--- src/rtl/vga_sync_gen.sv ---
// vga_sync_gen: VGA raster timing generator driven by a pixel-enable strobe.
//
// The position (h_count, v_count) advances once per pixel_en strobe. All outputs
// are registered and decoded from the next-state position. Their values
// therefore always match the position that the edge has just moved to.
//
// Ports:
//   clk          system clock
//   reset        asynchronous, active-high reset
//   pixel_en     one-clk strobe per pixel period (irregular or held high allowed)
//   hsync        horizontal sync, level SYNC_ACTIVE while asserted
//   vsync        vertical sync, level SYNC_ACTIVE while asserted (whole lines)
//   video_on     high while the current position is inside the visible area
//   pixel_x      current horizontal count (unclamped)
//   pixel_y      current vertical count (unclamped)
//   frame_start  one-clk pulse when the position moves to (0,0)
module vga_sync_gen #(
    parameter int   H_ACTIVE    = 640,
    parameter int   H_FP        = 16,
    parameter int   H_SYNC      = 96,
    parameter int   H_BP        = 48,
    parameter int   V_ACTIVE    = 480,
    parameter int   V_FP        = 10,
    parameter int   V_SYNC      = 2,
    parameter int   V_BP        = 33,
    parameter logic SYNC_ACTIVE = 1'b0,
    parameter int   CW          = 10
) (
    input  logic          clk,
    input  logic          reset,
    input  logic          pixel_en,
    output logic          hsync,
    output logic          vsync,
    output logic          video_on,
    output logic [CW-1:0] pixel_x,
    output logic [CW-1:0] pixel_y,
    output logic          frame_start
);

    localparam int H_TOTAL = H_ACTIVE + H_FP + H_SYNC + H_BP;
    localparam int V_TOTAL = V_ACTIVE + V_FP + V_SYNC + V_BP;

    localparam logic [CW-1:0] H_LAST       = CW'(H_TOTAL - 1);
    localparam logic [CW-1:0] V_LAST       = CW'(V_TOTAL - 1);
    localparam logic [CW-1:0] H_ACT_END    = CW'(H_ACTIVE);
    localparam logic [CW-1:0] V_ACT_END    = CW'(V_ACTIVE);
    localparam logic [CW-1:0] H_SYNC_START = CW'(H_ACTIVE + H_FP);
    localparam logic [CW-1:0] H_SYNC_END   = CW'(H_ACTIVE + H_FP + H_SYNC);
    localparam logic [CW-1:0] V_SYNC_START = CW'(V_ACTIVE + V_FP);
    localparam logic [CW-1:0] V_SYNC_END   = CW'(V_ACTIVE + V_FP + V_SYNC);
    localparam logic [CW-1:0] ONE          = CW'(1);

    logic [CW-1:0] h_count_q, h_count_d;
    logic [CW-1:0] v_count_q, v_count_d;
    logic          started_q, started_d;
    logic          hsync_q, hsync_d;
    logic          vsync_q, vsync_d;
    logic          video_on_q, video_on_d;
    logic          frame_start_q, frame_start_d;

    always_comb begin
        h_count_d     = h_count_q;
        v_count_d     = v_count_q;
        started_d     = started_q;
        hsync_d       = hsync_q;
        vsync_d       = vsync_q;
        video_on_d    = video_on_q;
        frame_start_d = 1'b0;

        if (pixel_en) begin
            if (!started_q) begin
                // First strobe after reset presents (0,0) without advancing,
                // so the very first frame is a full frame.
                started_d     = 1'b1;
                h_count_d     = '0;
                v_count_d     = '0;
                frame_start_d = 1'b1;
            end else if (h_count_q == H_LAST) begin
                h_count_d = '0;
                if (v_count_q == V_LAST) begin
                    v_count_d     = '0;
                    frame_start_d = 1'b1;
                end else begin
                    v_count_d = v_count_q + ONE;
                end
            end else begin
                h_count_d = h_count_q + ONE;
            end

            video_on_d = (h_count_d < H_ACT_END) && (v_count_d < V_ACT_END);
            hsync_d    = ((h_count_d >= H_SYNC_START) && (h_count_d < H_SYNC_END))
                         ? SYNC_ACTIVE : ~SYNC_ACTIVE;
            vsync_d    = ((v_count_d >= V_SYNC_START) && (v_count_d < V_SYNC_END))
                         ? SYNC_ACTIVE : ~SYNC_ACTIVE;
        end
    end

    always_ff @(posedge clk or posedge reset) begin
        if (reset) begin
            h_count_q     <= '0;
            v_count_q     <= '0;
            started_q     <= 1'b0;
            hsync_q       <= ~SYNC_ACTIVE;
            vsync_q       <= ~SYNC_ACTIVE;
            video_on_q    <= 1'b0;
            frame_start_q <= 1'b0;
        end else begin
            h_count_q     <= h_count_d;
            v_count_q     <= v_count_d;
            started_q     <= started_d;
            hsync_q       <= hsync_d;
            vsync_q       <= vsync_d;
            video_on_q    <= video_on_d;
            frame_start_q <= frame_start_d;
        end
    end

    // The counters are flops and hold the reported position directly.
    assign pixel_x     = h_count_q;
    assign pixel_y     = v_count_q;
    assign hsync       = hsync_q;
    assign vsync       = vsync_q;
    assign video_on    = video_on_q;
    assign frame_start = frame_start_q;

endmodule
--- config.mk ---
export PLATFORM = sky130hd
export DESIGN_NAME = vga_sync_gen
export DESIGN_NICKNAME = d
export VERILOG_FILES = /design/src/rtl/vga_sync_gen.sv
export SDC_FILE = /design/constraint.sdc
export NUM_CORES = 1
export LEC_CHECK = 0
export ABC_CLOCK_PERIOD_IN_PS = 3300
export CAP_MARGIN = 20
export CELL_PAD_IN_SITES_DETAIL_PLACEMENT = 0
export CELL_PAD_IN_SITES_GLOBAL_PLACEMENT = 1
export CORE_ASPECT_RATIO = 0.6
export CORE_UTILIZATION = 40
export CTS_CLUSTER_SIZE = 20
export DETAILED_ROUTE_END_ITERATION = 7
export PLACE_DENSITY_LB_ADDON = 0.1
export SYNTH_ARGS = -nofsm -noshare
export SYNTH_HDL_FRONTEND = slang
export SYNTH_SLANG_ARGS = --single-unit
--- constraint.sdc ---
create_clock -name clk -period 3.3 [get_ports clk]
set_clock_uncertainty 0.15 [all_clocks]
set_input_delay 0.66 -clock clk [delete_from_list [all_inputs] [get_ports clk]]
set_output_delay 0.66 -clock clk [all_outputs]
set_load 0.01 [all_outputs]
==> results of run 1 <==
flip-flops by register name, indices dropped and copies added (netlist names):
name,cells
hsync,1
frame_start,1
video_on,1
vsync,1
pixel_x,10
started_q,1
pixel_y,10
critical path, delay by kind of cell, from the launching register on:
family,cells,cell delay (ns)
adders and majority gates,1,0.24
DFF,1,0.46
xor gates and xnor gates,1,0.19
and+or+nand+nor,4,1.48
AOI/OAI and AO/OA,1,0.27
worst paths after layout:
kind	end	slack (ns)	depth (start not counted)
worst max-delay path	video_on	0.41	7
worst min-delay path	video_on	0.36	2
worst max register to register	video_on	0.41	7
worst min register to register	video_on	0.36	2
max in group asynchronous	vsync	2.08	3
min in group asynchronous	frame_start	0.60	3
cells by family (layout without fill, tap and decap cells):
group | Yosys count | after routing | share of synthesized area
xor gates and xnor gates | 7 | 7 | 0.03690
muxes | 3 | 3 | 0.01958
and+or+nand+nor | 78 | 78 | 0.2500
DFF | 25 | 25 | 0.3780
adders and majority gates | 3 | 3 | 0.02259
buffers and inverters | 23 | 48 | 0.05949
AOI/OAI and AO/OA | 56 | 56 | 0.2334
stage by stage:
step | cell area, um2 | power, uW
floorplan | 1662 | 650.5
global placement | 1976 | 780.2
detailed placement | 1976 | 790.1
CTS | 2021 | 978.2
global route | 2021 | 1044
finish | 2021 | 975.3
synthesized netlist by cell type, drive strengths merged, types with 2 or more instances:
| cell type | count | area (um2) |
|---|---|---|
| a21oi | 5 | 25.02 |
| inv | 11 | 41.29 |
| xor2 | 2 | 17.52 |
| nor4 | 3 | 18.77 |
| nand3 | 15 | 75.07 |
| nand4 | 5 | 31.28 |
| and3 | 2 | 12.51 |
| dfstp | 2 | 52.55 |
| o2bb2ai | 3 | 26.28 |
| o21ai | 21 | 105.1 |
| or4 | 2 | 20.02 |
| nor3 | 7 | 35.03 |
| buf | 4 | 26.27 |
| nand2 | 23 | 86.33 |
| a22o | 3 | 26.28 |
| clkbuf | 8 | 31.28 |
| xnor2 | 5 | 43.79 |
| ha | 3 | 37.54 |
| o31ai | 5 | 37.54 |
| dfrtp | 23 | 575.6 |
| mux2 | 2 | 22.52 |
| a31oi | 3 | 18.77 |
| nor2 | 12 | 45.04 |
| o41ai | 5 | 43.79 |
| o31a | 2 | 18.77 |
area by class of cell:
class | instances | share of cell area
clock buffer | 4 | 0.02229
inverter | 11 | 0.02043
multi-input combinational | 147 | 0.4625
sequential | 25 | 0.3108
tap | 47 | 0.02910
timing repair buffer | 33 | 0.1548
power groups by stage:
stage | sequential (uW) | combinational, uW | clock, uW
after floorplan | 424 | 227 | 0
after global placement | 436 | 344 | 0
after detailed placement | 442 | 348 | 0
after CTS | 437 | 350 | 191
after global routing | 450 | 390 | 204
final | 440 | 352 | 183
layer usage:
metal,up-vias,part of all wire
met4,0,0.0042
met5,-,0
met1,770,0.50
li1,775,-
met3,6,0.10
met2,99,0.39
==> reports/qor.yml, run 1 <==
grt_max_degree: 26
avgRoutedWirePerCell_um: 17.96
crit_required_ns: 3.32
initial_core_util: 0.4340
leakage_uw: 0.0007477
finalHoldWorstSlack_ns: 0.3578
status: "finished, final reports clean"
gr-usage-met3: 0.06349
ctsHoldBuffers: 0
core_um2: 3829
h-tree-depth: 1
power_switching_uw: 366.3
hp-start: "video_on"
grt_pass1_vias: 1517
power_frac_clock: 0.188
nFillCells: 358
synthCells: 195
min_period_ns: 2.888
placed_cells: 263
cpMaxStageDelayCell: "nor4_1"
use_met1: 0.3686
max_slew_margin: 0.5375
critPathLaunchType: "register"
die_area_um2: 4424
place_ws_ns: 0.4287
seq_area_frac_synth: 0.3780
finalHoldViolCount: 0
grt-ovfl-total: 0
layout-area-overhead-vs-synth_pct: 21.61
r2r-start: "pixel_x[0]"
p_per_area_nw_per_um2: 482.6
drt_iter0_drc: 212
root_buffer: "clkbuf_8"
setup_ws_ns: 0.4124
vdd_drop_max_v: 0.0003387
endpoint_kind: "register"
p_comb_frac: 0.361
synth_warnings: 0
multiInputGateArea_um2: 934.6
seqCellArea_um2: 628.1
cts_tree: "yes"
crit_chain: "ha_1 > and3_1 > nand3_1 > nor4_1 > xnor2_1 > nor2_1 > o41ai_1"
track_usage: 0.2410
dieHeight_um: 51.93
sw_frac_of_total: 0.3756
cts_resized: 0
num_rows: 17
vias_per_cell: 6.180
p_int_uw: 608.9
final_common_cell: "clkdlybuf4s50_1"
num_antenna_cells: 0
ant_nets: 0
fin_util: 0.5278
clk_path_buf_depth: 2
num_io_pins: 27
worstSetupPathType: "reg2reg"
worstMarginPinSlew_ns: 0.6875
synth-edff-count: 0
ys_types: 49
post-route-period-util: 0.8750
clkSinkCount: 25
finish.net_count: 227
routed_wirelength_um: 4794
first_pass_iters: 5
synth_area_um2: 1662
hold_path.class: "reg2reg"
grt_pass1_wl_um: 8114
critPathLaunch: "pixel_x[0]"
rsz0062_at_grt: "no"
path_max_fanout: 8
post-cts-setup-buffer-count: 0
final_cell_mix: "clkdlybuf4s50_1, nand2_1, dfrtp_1"
crit_arrival_ns: 2.90
async_flop_share: 1.000
port_buffers: 26
synth_seq_cells: 25
fin_setup_tns_ns: 0
numCtsBuffers: 3
met2_usage: 0.3360
top_usage_layer: "met1"
cts.reportedPaths.clkPinSlew_ns: 0.08
num_vias: 1650
drcViolationCount: 0
place.gp.congestion: 0.8762
avgSynthCellArea_um2: 8.521
seqPwrFrac: 0.452
dp_hpwl_um: 3432
syn_nets: 201
cap_violations: 0
drive_gt1_frac: 0.1000
ys.flop_type: "dfrtp_1"
slew_violations: 0
final-setup-viol-count: 0
fin_cells: 267
die_w_um: 85.21
insertion_delay_ns: 0.27
grt_antenna_before_repair: 0
slowest_delay_ns: 0.72
max_freq_ghz: 0.3463
Power figures use the tool's default switching activity.
==> run 2: changes to the inputs <==
--- a/config.mk
+++ b/config.mk
@@ -5,12 +5,12 @@
 export SDC_FILE = /design/constraint.sdc
 export NUM_CORES = 1
 export LEC_CHECK = 0
-export ABC_CLOCK_PERIOD_IN_PS = 3300
+export ABC_CLOCK_PERIOD_IN_PS = 3480
 export CAP_MARGIN = 20
 export CELL_PAD_IN_SITES_DETAIL_PLACEMENT = 0
 export CELL_PAD_IN_SITES_GLOBAL_PLACEMENT = 1
 export CORE_ASPECT_RATIO = 0.6
-export CORE_UTILIZATION = 40
+export CORE_UTILIZATION = 43
 export CTS_CLUSTER_SIZE = 20
 export DETAILED_ROUTE_END_ITERATION = 7
 export PLACE_DENSITY_LB_ADDON = 0.1
==> constraint.sdc (replaced) <==
create_clock -name clk -period 3.48 [get_ports clk]
set_clock_uncertainty 0.15 [all_clocks]
set_input_delay 0.696 -clock clk [delete_from_list [all_inputs] [get_ports clk]]
set_output_delay 0.696 -clock clk [all_outputs]
set_load 0.01 [all_outputs]
==> run 2 against run 1 <==
Net effect:
- sequential power decreased by 4.8%
- final cell count decreased by 1.5%
- fmax decreased by 6.3%
- first-iteration DRC count decreased by 6.6%
- worst setup slack got worse by 0.013 ns
- clock power about the same
- sequential share of layout area increased by 0.14 points
- worst hold slack got worse by 0.010 ns
- combinational power decreased by 5%
- via count decreased by 2.2%
- non-clock buffer count decreased by 4
- global-route usage increased by 0.63 points
==> reports/qor.yml, run 2 (same netlist as run 1, synthesis figures left out) <==
dieHeight_um: 50.15  # -3.4%
cts.reportedPaths.clkPinSlew_ns: 0.09  # about the same
core_um2: 3680  # -3.9%
vdd_drop_max_v: 0.0002894  # -15%
place.gp.congestion: 0.8836  # +0.84%
cap_violations: 0  # unchanged
h-tree-depth: 1  # unchanged
port_buffers: 26  # unchanged
slowest_delay_ns: 0.68  # -0.04 ns
crit_required_ns: 3.49  # +0.17 ns
max_slew_margin: 0.5631  # +0.02564
cts_resized: 0  # unchanged
cts_tree: "yes"
fin_cells: 263  # -1.5%
r2r_slack_ns: 0.40  # about the same
num_rows: 17  # unchanged
finish.net_count: 223  # -1.8%
layout-area-overhead-vs-synth_pct: 21.08
seqPwrFrac: 0.449  # -0.003
drcViolationCount: 0  # unchanged
power_switching_uw: 354.6  # -3.2%
first_pass_iters: 4  # -1
rsz0062_at_grt: "no"
grt-ovfl-total: 0  # unchanged
worstSetupPathType: "reg2reg"
vias_per_cell: 6.137  # -0.69%
num_antenna_cells: 0  # unchanged
path_buf_inv: 0  # unchanged
leakage_uw: 0.0007378  # -1.3%
crit_chain: "ha_1 > and3_1 > nand3_1 > nor4_1 > xnor2_1 > nor2_1 > o41ai_1"
root_buffer: "clkbuf_8"
drt_iter0_drc: 198  # -6.6%
max_freq_ghz: 0.3246  # -6.3%
critPathLaunchType: "register"
track_usage: 0.2474  # +0.006322
endpoint_kind: "register"
dp_hpwl_um: 3213  # -6.4%
sw_frac_of_total: 0.3801  # +0.004486
path_delay_family: "simple AND/OR/NAND/NOR gates"
initial_core_util: 0.4515  # +0.01756
avgRoutedWirePerCell_um: 17.41  # -3.1%
grt_pass1_vias: 1469  # -3.2%
grt_pass1_wl_um: 7534  # -7.1%
drive_gt1_frac: 0.08796  # -0.01204
final-setup-viol-count: 0  # unchanged
crit_arrival_ns: 3.09  # +0.19 ns
final_common_cell: "clkdlybuf4s50_1"
insertion_delay_ns: 0.28  # about the same
post-cts-setup-buffer-count: 0  # unchanged
fin_util: 0.5468  # +0.01898
placed_cells: 258  # -1.9%
clk_path_buf_depth: 2  # unchanged
grt_antenna_before_repair: 0  # unchanged
p_comb_frac: 0.357  # -0.004
post-route-period-util: 0.8852  # +0.01018
path_max_fanout: 15  # +7
final_cell_mix: "clkdlybuf4s50_1, nand2_1, dfrtp_1"
grt_max_degree: 26  # unchanged
slew_violations: 0  # unchanged
clkSinkCount: 25  # unchanged
ctsHoldBuffers: 0  # unchanged
cpMaxStageDelayCell: "nor4_1"
die_w_um: 82.25  # -3.5%
finalHoldViolCount: 0  # unchanged
num_io_pins: 27  # unchanged
routed_wirelength_um: 4578  # -4.5%
p_int_uw: 578.3  # -5.0%
p_per_area_nw_per_um2: 463.7  # -3.9%
worstMarginPinSlew_ns: 0.6510  # -0.03649 ns
hold_path.class: "reg2reg"
power_frac_clock: 0.194  # +0.006
die_area_um2: 4125  # -6.8%
numCtsBuffers: 3  # unchanged
ant_nets: 0  # unchanged
status: "finished, final reports clean"
min_period_ns: 3.081  # +0.1929 ns
num_vias: 1614  # -2.2%
fin_setup_tns_ns: 0  # unchanged
## run 2: cell types whose count changed in the layout (fill, tap and decap cells not counted)
cell,change
clkbuf_1,-1
clkinv_2,+1
buf_4,-5
buf_16,+1
## run 2: stage by stage
step	power (uW)	setup WS [ns]	hold WS (ns)	instance area, um2
3_3_place_gp	737.9	0.6050	0.3369	1938
3_5_place_dp	748.5	0.4501	0.3329	1938
4_1_cts	930.0	0.4228	0.3458	1984
5_1_grt	987.9	0.1328	0.3701	2012
2_1_floorplan	616.9	1.009	0.3407	1662
6_report	932.9	0.3994	0.3478	2012
## run 2: path summary, 6_finish.rpt
check,endpoint,from,depth (start not counted)
worst max-delay path,video_on,pixel_x[0],7
worst max register to register,video_on,pixel_x[0],7
worst min register to register,vsync,vsync,2
worst min-delay path,vsync,vsync,2
max in group asynchronous,hsync,reset,3
min in group asynchronous,pixel_x[4],reset,2
## run 2: per-layer routing
layer,global-route usage,up-vias,wire [um]
li1,-,769,-
met1,0.4002,779,2389
met2,0.3251,62,1849
met3,0.05818,4,307
met4,0.04971,0,31
met5,0,-,0
## run 2: final cells by class
cell class / instances / area [um2]
Clock buffer: 3 / 41.29
Multi-Input combinational cell: 147 / 934.6
Inverter: 11 / 41.29
Fill cell: 339 / 1668
Clock inverter: 1 / 5.005
Timing Repair Buffer: 29 / 302.8
Sequential cell: 25 / 628.1
Tap cell: 47 / 58.81
## run 2: worst register-to-register path, cell delays in order, from the launching register on
cell     delay (ns)
dfrtp_1        0.46
ha_1           0.25
and3_1         0.34
nand3_1        0.48
nor4_1         0.69
xnor2_1        0.18
nor2_1         0.06
o41ai_1        0.37
## run 2: power groups by stage
| stage | logic, uW | clock network [uW] | registers (uW) |
|---|---|---|---|
| floorplan | 215 | 0 | 402 |
| global placement | 323 | 0 | 415 |
| detailed placement | 326 | 0 | 422 |
| CTS | 329 | 184 | 417 |
| global route | 366 | 195 | 427 |
| finish | 333 | 181 | 419 |
==> variant 1: new RTL, flow settings as in run 2 <==
Remove the register `frame_start_q`: a continuous assignment takes its place, so the output `frame_start` follows one clock earlier.
--- a/src/rtl/vga_sync_gen.sv
+++ b/src/rtl/vga_sync_gen.sv
@@ -103,7 +103,6 @@
             hsync_q       <= ~SYNC_ACTIVE;
             vsync_q       <= ~SYNC_ACTIVE;
             video_on_q    <= 1'b0;
-            frame_start_q <= 1'b0;
         end else begin
             h_count_q     <= h_count_d;
             v_count_q     <= v_count_d;
@@ -111,9 +110,10 @@
             hsync_q       <= hsync_d;
             vsync_q       <= vsync_d;
             video_on_q    <= video_on_d;
-            frame_start_q <= frame_start_d;
         end
     end
+
+    assign frame_start_q = frame_start_d;
 
     // The counters are flops and hold the reported position directly.
     assign pixel_x     = h_count_q;
Formal check against the unedited RTL: not equivalent (Yosys sat finds a counterexample within 4 cycles, from zero or initial values and one cycle with reset high).
==> variant 1 against run 2 <==
Final area is 0.56% higher; total power is 1.1% higher; largest power group unchanged; synthesized cell count is 0.51% lower; non-clock buffer count is 4 higher; via count is 2.7% higher; routed wire length is 0.94% lower; sequential cell count is 1 lower; count of clock-buffer cells in the layout is 1 higher; register-to-register slack better by 0.20 ns; critical endpoint is now frame_start; largest cell class unchanged; global-route usage is 0.20 points higher; synthesized area is 1.5% lower; worst setup slack worse by 0.20 ns; critical path depth stayed put.
==> variant 1: results (changes against run 2) <==
first_global_vias: 1478  # +0.61%
nets: 226  # +1.3%
fin_hold_ws_ns: 0.3640  # +0.01622 ns
ys_top_cells_by_count: "nand2_1 (23), dfrtp_1 (22), o21ai_0 (20)"
clkCellAreaFrac_pct: 2.721  # +0.42 points
vias: 1657  # +2.7%
syn_to_final_growth_pct: 23.62
pre_cts_slack_ns: 0.5463  # +0.09619 ns
worstSetupEndpoint: "frame_start"
syn-num-nets: 200  # -0.50%
grt_max_degree: 25  # -3.8%
r2r_cells: 8  # +1
post-dp-hpwl_um: 3307  # +2.9%
synth.yosys.seq_area_share_pct: 36.85  # -0.95 points
wl_um: 4535  # -0.94%
drive_gt1_share_pct: 10.50  # +1.7 points
slew_headroom_pct: 54.23  # -2.1 points
nNonClkBuffers: 33  # +14%
ys_seq_elements: 24  # -4.0%
h-tree-depth: 1  # unchanged
final-nonclk-buf-share_pct: 16.45  # +1.4 points
critPathMaxFanout: 7  # -8
nFillCells: 321  # -5.3%
placed_area_um2: 1941  # +0.13%
crit_slowest_cell: "clkdlybuf4s50_1"
cts_buffers: 3  # unchanged
status: "finished clean"
switching_share_pct: 37.22  # -0.79 points
place_congestion: 0.9197  # +4.1%
grt_pass1_wl_um: 7590  # +0.74%
grtUsageTotal_pct: 24.94  # +0.20 points
cp_top_family: "buffers and inverters"
n_antenna_cell: 0  # unchanged
layout_setup_ws_ns: 0.1990  # -0.2005 ns
crit_arrival_ns: 2.44  # -0.65 ns
drt_iter0_markers: 183  # -7.6%
p_leak_nw: 0.7451  # +0.99%
peakVddDrop_v: 0.0003520  # +22%
-- variant 1: power by group through the flow --
| stage | Sequential, mW | Combinational, mW | Clock [mW] |
|---|---|---|---|
| after floorplan | 0.390 | 0.215 | 0 |
| after global placement | 0.394 | 0.339 | 0 |
| after detailed placement | 0.399 | 0.342 | 0 |
| after CTS | 0.393 | 0.343 | 0.202 |
| after global routing | 0.406 | 0.388 | 0.217 |
| final | 0.397 | 0.348 | 0.198 |
-- variant 1: kinds of logic after synthesis --
family | Yosys count | share of synthesized area [%]
adder cells (fa/ha/maj) | 3 | 2.294
AO/OA/AOI/OAI | 56 | 23.70
buffers and inverters | 23 | 6.039
AND/OR/NAND/NOR | 78 | 25.38
XOR/XNOR | 7 | 3.746
flip-flops | 24 | 36.85
multiplexers | 3 | 1.988
-- variant 1: per-layer routing --
metal  wire length (um)  global-route usage [%]  part of all wire, %
met5                  0                       0                    0
met4                 12                   3.509                 0.26
met3                416                   5.556                  9.2
met2               1729                   30.83                   38
met1               2376                   42.69                   52
==> variant 2: new RTL, flow settings as in run 2 <==
Made on the original files. Set the parameter `SYNC_ACTIVE` to 1'b1 (it was 1'b0).
--- a/src/rtl/vga_sync_gen.sv
+++ b/src/rtl/vga_sync_gen.sv
@@ -23,7 +23,7 @@
     parameter int   V_FP        = 10,
     parameter int   V_SYNC      = 2,
     parameter int   V_BP        = 33,
-    parameter logic SYNC_ACTIVE = 1'b0,
+    parameter logic SYNC_ACTIVE = 1'b1,
     parameter int   CW          = 10
 ) (
     input  logic          clk,
Check against the original RTL: not equivalent (a bounded check fails within 4 cycles, from zero or initial values and one cycle with reset high).
==> variant 2 against run 2 <==
The flow now finishes with violations (DRC); sequential share of layout area decreased by 0.90 points; synthesized area increased by 4.1%; routed wire length decreased by 1.4%; sequential power increased by 8.1%; fmax increased by 20%; critical path depth decreased by 1; count of clock-buffer cells in the layout increased by 1; total power increased by 7.1%; die area increased by 4.0%; sequential cell count unchanged; worst setup slack improved by 0.51 ns; final area increased by 2.5%; clock power decreased by 3%; critical path type unchanged; largest cell class unchanged.
==> variant 2: results (changes against run 2) <==
status: "finished with violations"
violations: "DRC"
peakVddDrop_v: 0.0003443  # +19%
place_congestion: 0.8386  # -5.1%
worstSetupEndpoint: "pixel_y[4]"
post-dp-hpwl_um: 3246  # +1.0%
syn-num-nets: 193  # -4.0%
drive_gt1_share_pct: 11.17  # +2.4 points
synthTopCellsByArea: "dfrtp_1 (36%), o21ai_0 (4.3%), nand2_1 (3.9%), a22o_1 (3.0%), nand3_1 (2.6%)"
synth.yosys.seq_area_share_pct: 36.15  # -1.6 points
drt_drc_violations_left: 4  # +4
grt_pass1_wl_um: 7500  # -0.45%
grtUsageTotal_pct: 22.90  # -1.8 points
crit_arrival_ns: 2.59  # -0.50 ns
synth-xor-area-share_pct: 2.531  # -1.2 points
ys_types: 57  # +16%
synth_compound_area_share_pct: 22.99  # -0.35 points
nets: 213  # -4.5%
wire_per_inst_um: 17.83  # +2.5%
critical-path-max-stage-delay_ns: 0.56  # -0.12 ns
grt.overflow.total: 0  # unchanged
ys_top_cells_by_count: "dfrtp_1 (25), nand2_1 (18), o21ai_0 (15)"
layout_setup_ws_ns: 0.9119  # +0.5125 ns
synthAdderAreaFrac_pct: 2.169  # -0.090 points
r2r_cells: 6  # -1
critPathMaxFanout: 9  # -6
hold_path.startpoint: "vsync"
pre_cts_slack_ns: 0.8345  # +0.3845 ns
p_leak_nw: 0.8249  # +12%
cts-resized-gates: 0  # unchanged
==> variant 2: cell types whose count changed in the layout (fill, tap and decap cells not counted), moves of 3 or more <==
cell	before	now
nand2_1	23	18
a21o_1	1	6
nand3_1	15	9
o21ai_0	20	15
o41ai_1	5	1
a22o_1	3	6
inv_1	11	7
and3_1	2	5
nand4b_1	0	3
a21oi_1	5	2
nor2_1	12	8
a31oi_1	3	0
==> variant 2: critical path, delay by kind of cell (launching register included) <==
kind	cells	cell delay [ns]
AOI/OAI and AO/OA	3	0.75
adders and majority gates	1	0.32
DFF	1	0.47
and+or+nand+nor	2	0.77
==> variant 2: cells by family after synthesis <==
family / after synthesis
adder cells (fa/ha/maj): 3
multiplexers: 3
flip-flops: 25
AND/OR/NAND/NOR: 78
buffers and inverters: 20
XOR/XNOR: 5
AO/OA/AOI/OAI: 53
==> variant 2: worst min path at each step <==
stage | end | cells after the start
final | vsync | 1
after global routing | vsync | 1
after CTS | vsync | 1
after detailed placement | vsync | 1
after global placement | vsync | 1
after floorplan | vsync | 1
==> variant 2: area by class of cell <==
type / instances / area (um^2)
Timing Repair Buffer: 28 / 295.3
Clock buffer: 4 / 45.04
Tap cell: 47 / 58.81
Sequential cell: 25 / 625.6
Inverter: 7 / 26.28
Multi-Input combinational cell: 142 / 1012
Fill cell: 347 / 1702
==> variant 2: power by group <==
part	switching [mW]	leakage (nW)	internal, mW
Combinational	0.182	0.498	0.190
Clock	0.0929	0.0228	0.0819
Sequential	0.118	0.304	0.335
Total	0.393	0.825	0.607
==> variant 2: routing by layer <==
layer	routed length (um)	part of all wire (%)	global-route usage (%)
met5	0	0	0
met4	7	0.16	2.586
met3	258	5.7	4.685
met2	1899	42	34.15
met1	2346	52	35.00
==> variant 2: through the flow <==
stage / hold slack (ns) / utilization, % / total power [mW] / area (um^2) / std cells
floorplan: 0.3961 / - / 0.6813 / 1730 / 187
global placement: 0.3623 / 52.87 / 0.8157 / 1991 / 248
detailed placement: 0.3602 / 52.87 / 0.8211 / 1991 / 248
CTS: 0.3799 / 54.07 / 0.9987 / 2036 / 252
global route: 0.4214 / 54.80 / 1.072 / 2063 / 253
finish: 0.3764 / 54.80 / 0.9996 / 2063 / 253
